### config.mk
export PLATFORM = sky130hd
export DESIGN_NAME = grid_cell_decoder
export DESIGN_NICKNAME = d
export VERILOG_FILES = /design/src/rtl/maze_pkg.sv /design/src/rtl/grid_neighbour.sv /design/src/rtl/grid_cell_decoder.sv
export SDC_FILE = /design/constraint.sdc
export NUM_CORES = 1
export LEC_CHECK = 0
export CAP_MARGIN = 20
export CORE_MARGIN = 5
export CORE_UTILIZATION = 39
export CTS_CLUSTER_SIZE = 14
export DETAILED_ROUTE_END_ITERATION = 7
export HOLD_SLACK_MARGIN = 0.12
export MAX_ROUTING_LAYER = met4
export PLACE_DENSITY = 0.69
export SKIP_LAST_GASP = 1
export SLEW_MARGIN = 15
export SYNTH_ARGS = -nofsm -noshare
export SYNTH_HDL_FRONTEND = slang
export SYNTH_HIERARCHICAL = 1
export SYNTH_SLANG_ARGS = --single-unit
### constraint.sdc
create_clock -name clk -period 3.38 [get_ports clk]
set_clock_uncertainty 0.15 [all_clocks]
set_input_delay 0.676 -clock clk [delete_from_list [all_inputs] [get_ports clk]]
set_output_delay 0.676 -clock clk [all_outputs]
set_load 0.01 [all_outputs]
### src/rtl/maze_pkg.sv
// maze_pkg
// Shared definitions for the maze agent datapath.
//   DIR_*        : move direction encoding on move_dir
//   state_t      : episode state of grid_cell_decoder
//   cell_idx_w() : width of a cell index able to hold 0 (no cell) .. n
package maze_pkg;

  localparam logic [1:0] DIR_UP    = 2'd0;
  localparam logic [1:0] DIR_RIGHT = 2'd1;
  localparam logic [1:0] DIR_DOWN  = 2'd2;
  localparam logic [1:0] DIR_LEFT  = 2'd3;

  typedef enum logic [1:0] {
    IDLE = 2'd0,
    RUN  = 2'd1,
    DONE = 2'd2
  } state_t;

  function automatic int cell_idx_w(input int n);
    return $clog2(n + 1);
  endfunction

endpackage

### src/rtl/grid_neighbour.sv
// grid_neighbour
// Combinational neighbour lookup on a ROWS x COLS grid with 1-based cell
// numbering (cell k at row (k-1)/COLS, col (k-1)%COLS).
// Ports:
//   at       in  IW  current cell index (1..ROWS*COLS)
//   move_dir in  2   DIR_UP / DIR_RIGHT / DIR_DOWN / DIR_LEFT
//   target   out IW  neighbouring cell index (equals at when off_grid)
//   off_grid out 1   the move would leave the grid
module grid_neighbour
  import maze_pkg::*;
#(
  parameter int ROWS = 4,
  parameter int COLS = 4,
  parameter int IW   = cell_idx_w(ROWS * COLS)
) (
  input  logic [IW-1:0] at,
  input  logic [1:0]    move_dir,
  output logic [IW-1:0] target,
  output logic          off_grid
);

  logic [IW-1:0] idx0;
  logic [IW-1:0] row;
  logic [IW-1:0] col;

  // Zero-based position; only meaningful while at is a real cell.
  assign idx0 = at - IW'(1);
  assign row  = idx0 / IW'(COLS);
  assign col  = idx0 % IW'(COLS);

  always_comb begin
    target   = at;
    off_grid = 1'b0;
    case (move_dir)
      DIR_UP: begin
        if (row == '0) off_grid = 1'b1;
        else           target   = at - IW'(COLS);
      end
      DIR_RIGHT: begin
        if (col == IW'(COLS - 1)) off_grid = 1'b1;
        else                      target   = at + IW'(1);
      end
      DIR_DOWN: begin
        if (row == IW'(ROWS - 1)) off_grid = 1'b1;
        else                      target   = at + IW'(COLS);
      end
      default: begin // DIR_LEFT
        if (col == '0) off_grid = 1'b1;
        else           target   = at - IW'(1);
      end
    endcase
  end

endmodule

### src/rtl/grid_cell_decoder.sv
// grid_cell_decoder
// Tracks the agent's cell on a ROWS x COLS grid and drives a registered
// one-hot enable bus (one bit per cell) to the per-cell Q-value banks.
// Moves at grid edges or into WALLS cells are blocked (bumped pulse);
// reaching GOAL_CELL or MAX_STEPS accepted moves ends the episode.
//
// Handshake: a move is taken on a rising edge where move_valid && move_ready.
// move_ready is high exactly while in RUN and depends only on state. A start
// pulse in the same cycle wins: the move is dropped and not counted.
//
// Ports:
//   clk, rst_n  clock, asynchronous active-low reset
//   start       begin/restart an episode (single-cycle pulse)
//   move_valid  move command valid
//   move_dir    0=up 1=right 2=down 3=left
//   move_ready  move can be accepted (RUN only)
//   at          current cell index, 0 = no cell
//   en          registered one-hot enable, en[k-1] high when at==k
//   bumped      one-cycle pulse: last accepted move was blocked
//   goal_hit    level: episode ended on GOAL_CELL
//   timeout     level: episode ended on MAX_STEPS
//   step_count  accepted moves this episode, saturating
//   dbg_state   current FSM state (state_t encoding)
module grid_cell_decoder
  import maze_pkg::*;
#(
  parameter int                       ROWS       = 4,
  parameter int                       COLS       = 4,
  parameter int                       START_CELL = 1,
  parameter int                       GOAL_CELL  = 16,
  parameter logic [ROWS*COLS-1:0]     WALLS      = '0,
  parameter int                       STEP_W     = 8,
  parameter int                       MAX_STEPS  = 200,
  localparam int                      N          = ROWS * COLS,
  localparam int                      IW         = cell_idx_w(ROWS * COLS)
) (
  input  logic              clk,
  input  logic              rst_n,
  input  logic              start,
  input  logic              move_valid,
  input  logic [1:0]        move_dir,
  output logic              move_ready,
  output logic [IW-1:0]     at,
  output logic [N-1:0]      en,
  output logic              bumped,
  output logic              goal_hit,
  output logic              timeout,
  output logic [STEP_W-1:0] step_count,
  output logic [1:0]        dbg_state
);

  localparam logic [IW-1:0]     START_IW = IW'(START_CELL);
  localparam logic [IW-1:0]     GOAL_IW  = IW'(GOAL_CELL);
  localparam logic [STEP_W-1:0] MAX_SW   = STEP_W'(MAX_STEPS);

  state_t              state, state_n;
  logic [IW-1:0]       at_n;
  logic [N-1:0]        en_n;
  logic [STEP_W-1:0]   cnt_n, cnt_inc;
  logic                bump_n, goal_n, to_n;
  logic [IW-1:0]       target;
  logic                off_grid;
  logic                wall_hit;
  logic                blocked;
  logic                accept;

  grid_neighbour #(
    .ROWS (ROWS),
    .COLS (COLS),
    .IW   (IW)
  ) u_nb (
    .at       (at),
    .move_dir (move_dir),
    .target   (target),
    .off_grid (off_grid)
  );

  assign move_ready = (state == RUN);
  assign accept     = move_valid && move_ready && !start;
  assign dbg_state  = state;

  // Wall lookup by compare rather than WALLS[target-1], so an off-grid
  // target can never form an out-of-range index.
  always_comb begin
    wall_hit = 1'b0;
    for (int k = 0; k < N; k++) begin
      if (target == IW'(k + 1)) wall_hit = WALLS[k];
    end
  end

  assign blocked = off_grid || wall_hit;
  assign cnt_inc = (step_count == '1) ? step_count : step_count + STEP_W'(1);

  always_comb begin
    state_n = state;
    at_n    = at;
    cnt_n   = step_count;
    bump_n  = 1'b0;
    goal_n  = goal_hit;
    to_n    = timeout;
    if (start) begin
      state_n = RUN;
      at_n    = START_IW;
      cnt_n   = '0;
      goal_n  = 1'b0;
      to_n    = 1'b0;
    end else if (accept) begin
      cnt_n = cnt_inc;
      if (blocked) bump_n = 1'b1;
      else         at_n   = target;
      // Goal is checked first so a goal on the final allowed step wins.
      if (!blocked && target == GOAL_IW) begin
        state_n = DONE;
        goal_n  = 1'b1;
      end else if (cnt_inc == MAX_SW) begin
        state_n = DONE;
        to_n    = 1'b1;
      end
    end
  end

  // en is decoded from the next cell so it lines up with at after the edge.
  always_comb begin
    en_n = '0;
    for (int k = 0; k < N; k++) begin
      if (at_n == IW'(k + 1)) en_n[k] = 1'b1;
    end
  end

  always_ff @(posedge clk or negedge rst_n) begin
    if (!rst_n) begin
      state      <= IDLE;
      at         <= '0;
      en         <= '0;
      step_count <= '0;
      bumped     <= 1'b0;
      goal_hit   <= 1'b0;
      timeout    <= 1'b0;
    end else begin
      state      <= state_n;
      at         <= at_n;
      en         <= en_n;
      step_count <= cnt_n;
      bumped     <= bump_n;
      goal_hit   <= goal_n;
      timeout    <= to_n;
    end
  end

endmodule

==> flow_metrics.env <==
export IMPL_synthArstFlopShare_pct=100.0
export IMPL_synth_top_area_share_pct=38.12
export IMPL_avgRoutedWirePerCell_um=15.59
export IMPL_fillers=529
export IMPL_die_width_um=85.66
export IMPL_final_instance_count_excl_fill=377
export IMPL_clkTransAtPathRegs_ns=0.07
export IMPL_drt_first_pass_iters=5
export IMPL_grt_max_degree=35
export IMPL_met1Wirelength_um=2806
export IMPL_whs_ns=0.3660
export IMPL_first_global_vias=2049
export IMPL_synth_edf_count=0
export IMPL_syn_inst=252
export IMPL_power_w=0.001230
export IMPL_die_h_um=85.66
export IMPL_rsz0062_at_grt="false"
export IMPL_finalCritPeriodShare_pct=91.84
export IMPL_wl_met3_um=361
export IMPL_wl_met2_um=2657
export IMPL_hold_viol_final=0
export IMPL_dp_cells=369
export IMPL_h_tree_depth=2
export IMPL_final_common_cell="clkdlybuf4s50_1"
export IMPL_cts_buffer_depth=2
export IMPL_initial_utilization_pct=40.29
export IMPL_tightest_slew_ns=0.6041
export IMPL_synth_nets=266
export IMPL_worstSkewPairLatency_ns=0.30
export IMPL_final_seq_area_sq_um=850.8
export IMPL_yosysWarnings=6
export IMPL_dp_hpwl_um=4328
export IMPL_setup_viol=0
export IMPL_antenna_found_initial=0
export IMPL_avgViaCountPerCell=5.639
export IMPL_fin_area_sq_um=2920
export IMPL_synth_flop_cell="dfrtp_1"
export IMPL_status="completed"
export IMPL_drive_above_1_share_pct=10.82
export IMPL_grt_pass1_wl_um=10080
export IMPL_hp_class="flip-flop to flip-flop"
export IMPL_grt_usage_pct=17.66
export IMPL_synth_top_cells_by_area="dfrtp_1 38%, nor2_1 4.9%, ha_1 4.5%, nand2_1 3.7%, o21ai_0 3.1%"
export IMPL_gp_congestion=0.8533
export IMPL_grt_overflow=0
export IMPL_num_antenna_cells=0
export IMPL_avgSynthCellArea_sq_um=8.858
export IMPL_crit_path_end_kind="flip-flop"
export IMPL_irDropWorstVdd_uv=440.7
export IMPL_die_area_sq_um=7337
export IMPL_syn_cell_area_sq_um=2232
export IMPL_critPathMaxFanout=6
export IMPL_yosys_area_top_type="dfrtp_1"
export IMPL_required_ns=3.42
export IMPL_layout_common_cells="40 x clkdlybuf4s50_1, 34 x dfrtp_1, 29 x nor2_1"
export IMPL_cp_arrival_ns=3.14
export IMPL_crit_path_start_kind="flip-flop"
export IMPL_drv_slew=0
export IMPL_period_minus_slack_ns=3.104
export IMPL_yosysUniqueCellTypes=61
export IMPL_numPortBuffers=40
export IMPL_fmax_mhz=322.1
export IMPL_post_cts_resize_count=0
export IMPL_top_layer="met4"
export IMPL_io_pins=41
export IMPL_p_per_area_nw_per_um2=421.4
export IMPL_syn_to_final_growth_pct=30.83
export IMPL_yosysSeqAreaShare_pct=38.12
export IMPL_cts_hold_buffers_added=0
export IMPL_cap_violations=0
export IMPL_drtAntennaViolNets=0
export IMPL_multi_input_area_sq_um=1269
export IMPL_clock_sinks=34
export IMPL_routed_wl_um=5879
export IMPL_root_buffer="clkbuf_8"
export IMPL_coreArea_sq_um=5540
export IMPL_p_leak_nw=1.177
export IMPL_route_detailed_drc=0
export IMPL_postPlaceCellArea_sq_um=2778
export IMPL_nNetsFinal=318
export IMPL_dr_total_vias=2126
export IMPL_crit_type="flip-flop to flip-flop"
export IMPL_cts_setup_buffers=0
export IMPL_num_rows=27
export IMPL_cts_made_buffers=5
export IMPL_tns_ns=0
export IMPL_max_slew_margin_rel_pct=59.09
export IMPL_first_iter_violations=170
export IMPL_ys_ff_latch=34
export IMPL_cts_tree="yes"
-- through the flow --
stage	setup slack [ns]	utilization (%)
5_1_grt	0.03507	52.71
2_1_floorplan	0.2344	-
3_5_place_dp	0.02392	50.14
4_1_cts	0.1713	52.62
3_3_place_gp	0.1256	50.14
6_report	0.2757	52.71
-- worst max-delay path: stages (launching register included) --
cell and delay, ns:
dfrtp_1 0.38, inv_1 0.17, ha_1 0.34, xnor2_1 0.16, a31oi_1 0.25, nor2_2 0.10
mux4_2 0.55, nor3_2 0.31, a31o_2 0.20, a311oi_1 0.04, a311o_1 0.33
-- sequential cells by signal (all words and copies together), names as in the netlist --
register	flops
timeout	1
goal_hit	1
step_count	8
en	16
bumped	1
dbg_state	2
at	5
-- report_power, final --
group	leakage, nW	switching [W]	total (W)	internal, W
combinational	0.650	0.000198	0.000340	0.000142
clock	0.0683	0.000159	0.000454	0.000295
sequential	0.458	0.0000108	0.000436	0.000425
-- area by class of cell --
type / count / share of cell area (%)
inverter: 14 / 1.799
timing repair buffer: 56 / 17.82
multi-input combinational: 193 / 43.44
sequential: 34 / 29.13
clock inverter: 3 / 2.356
tap: 72 / 3.085
clock buffer: 5 / 2.356
-- routing by layer --
| metal | GRT usage (%) | up-vias |
|---|---|---|
| li1 | - | 1034 |
| met1 | 24.34 | 1005 |
| met2 | 26.91 | 78 |
| met3 | 3.266 | 9 |
| met4 | 4.317 | 0 |
| met5 | - | - |
-- kinds of logic after synthesis --
group | synth area share, %
AO/OA/AOI/OAI | 21.53
XOR/XNOR | 3.139
adder cells (fa/ha/maj) | 4.484
buffers and inverters | 5.269
flip-flops | 38.12
multiplexers | 3.251
AND/OR/NAND/NOR | 24.22
-- cell usage after synthesis, types with 3 or more instances --
cell type	number
a21o_1	6
a21oi_1	6
a221oi_1	3
a31oi_1	8
buf_2	4
clkbuf_1	4
dfrtp_1	34
ha_1	8
inv_1	12
mux2i_1	5
nand2_1	22
nand2b_1	3
nand3_1	12
nand4_1	6
nor2_1	29
nor2b_1	6
nor3_1	7
o211ai_1	3
o21ai_0	14
xnor2_1	7
-- path summary, 6_finish.rpt --
kind / startpoint / endpoint / slack (ns) / cells after the start
hold reg to reg: goal_hit$_DFFE_PN0P_ / goal_hit$_DFFE_PN0P_ / 0.37 / 1
setup / recovery: at[2]$_DFF_PN0_ / dbg_state[0]$_DFFE_PN0P_ / 0.28 / 10
max in group asynchronous: rst_n / timeout$_DFFE_PN0P_ / 2.14 / 2
hold / removal: goal_hit$_DFFE_PN0P_ / goal_hit$_DFFE_PN0P_ / 0.37 / 1
min in group asynchronous: rst_n / en[9]$_DFF_PN0_ / 0.63 / 2
setup reg to reg: at[2]$_DFF_PN0_ / dbg_state[0]$_DFFE_PN0P_ / 0.28 / 10
(Power assumes the default switching activity.)
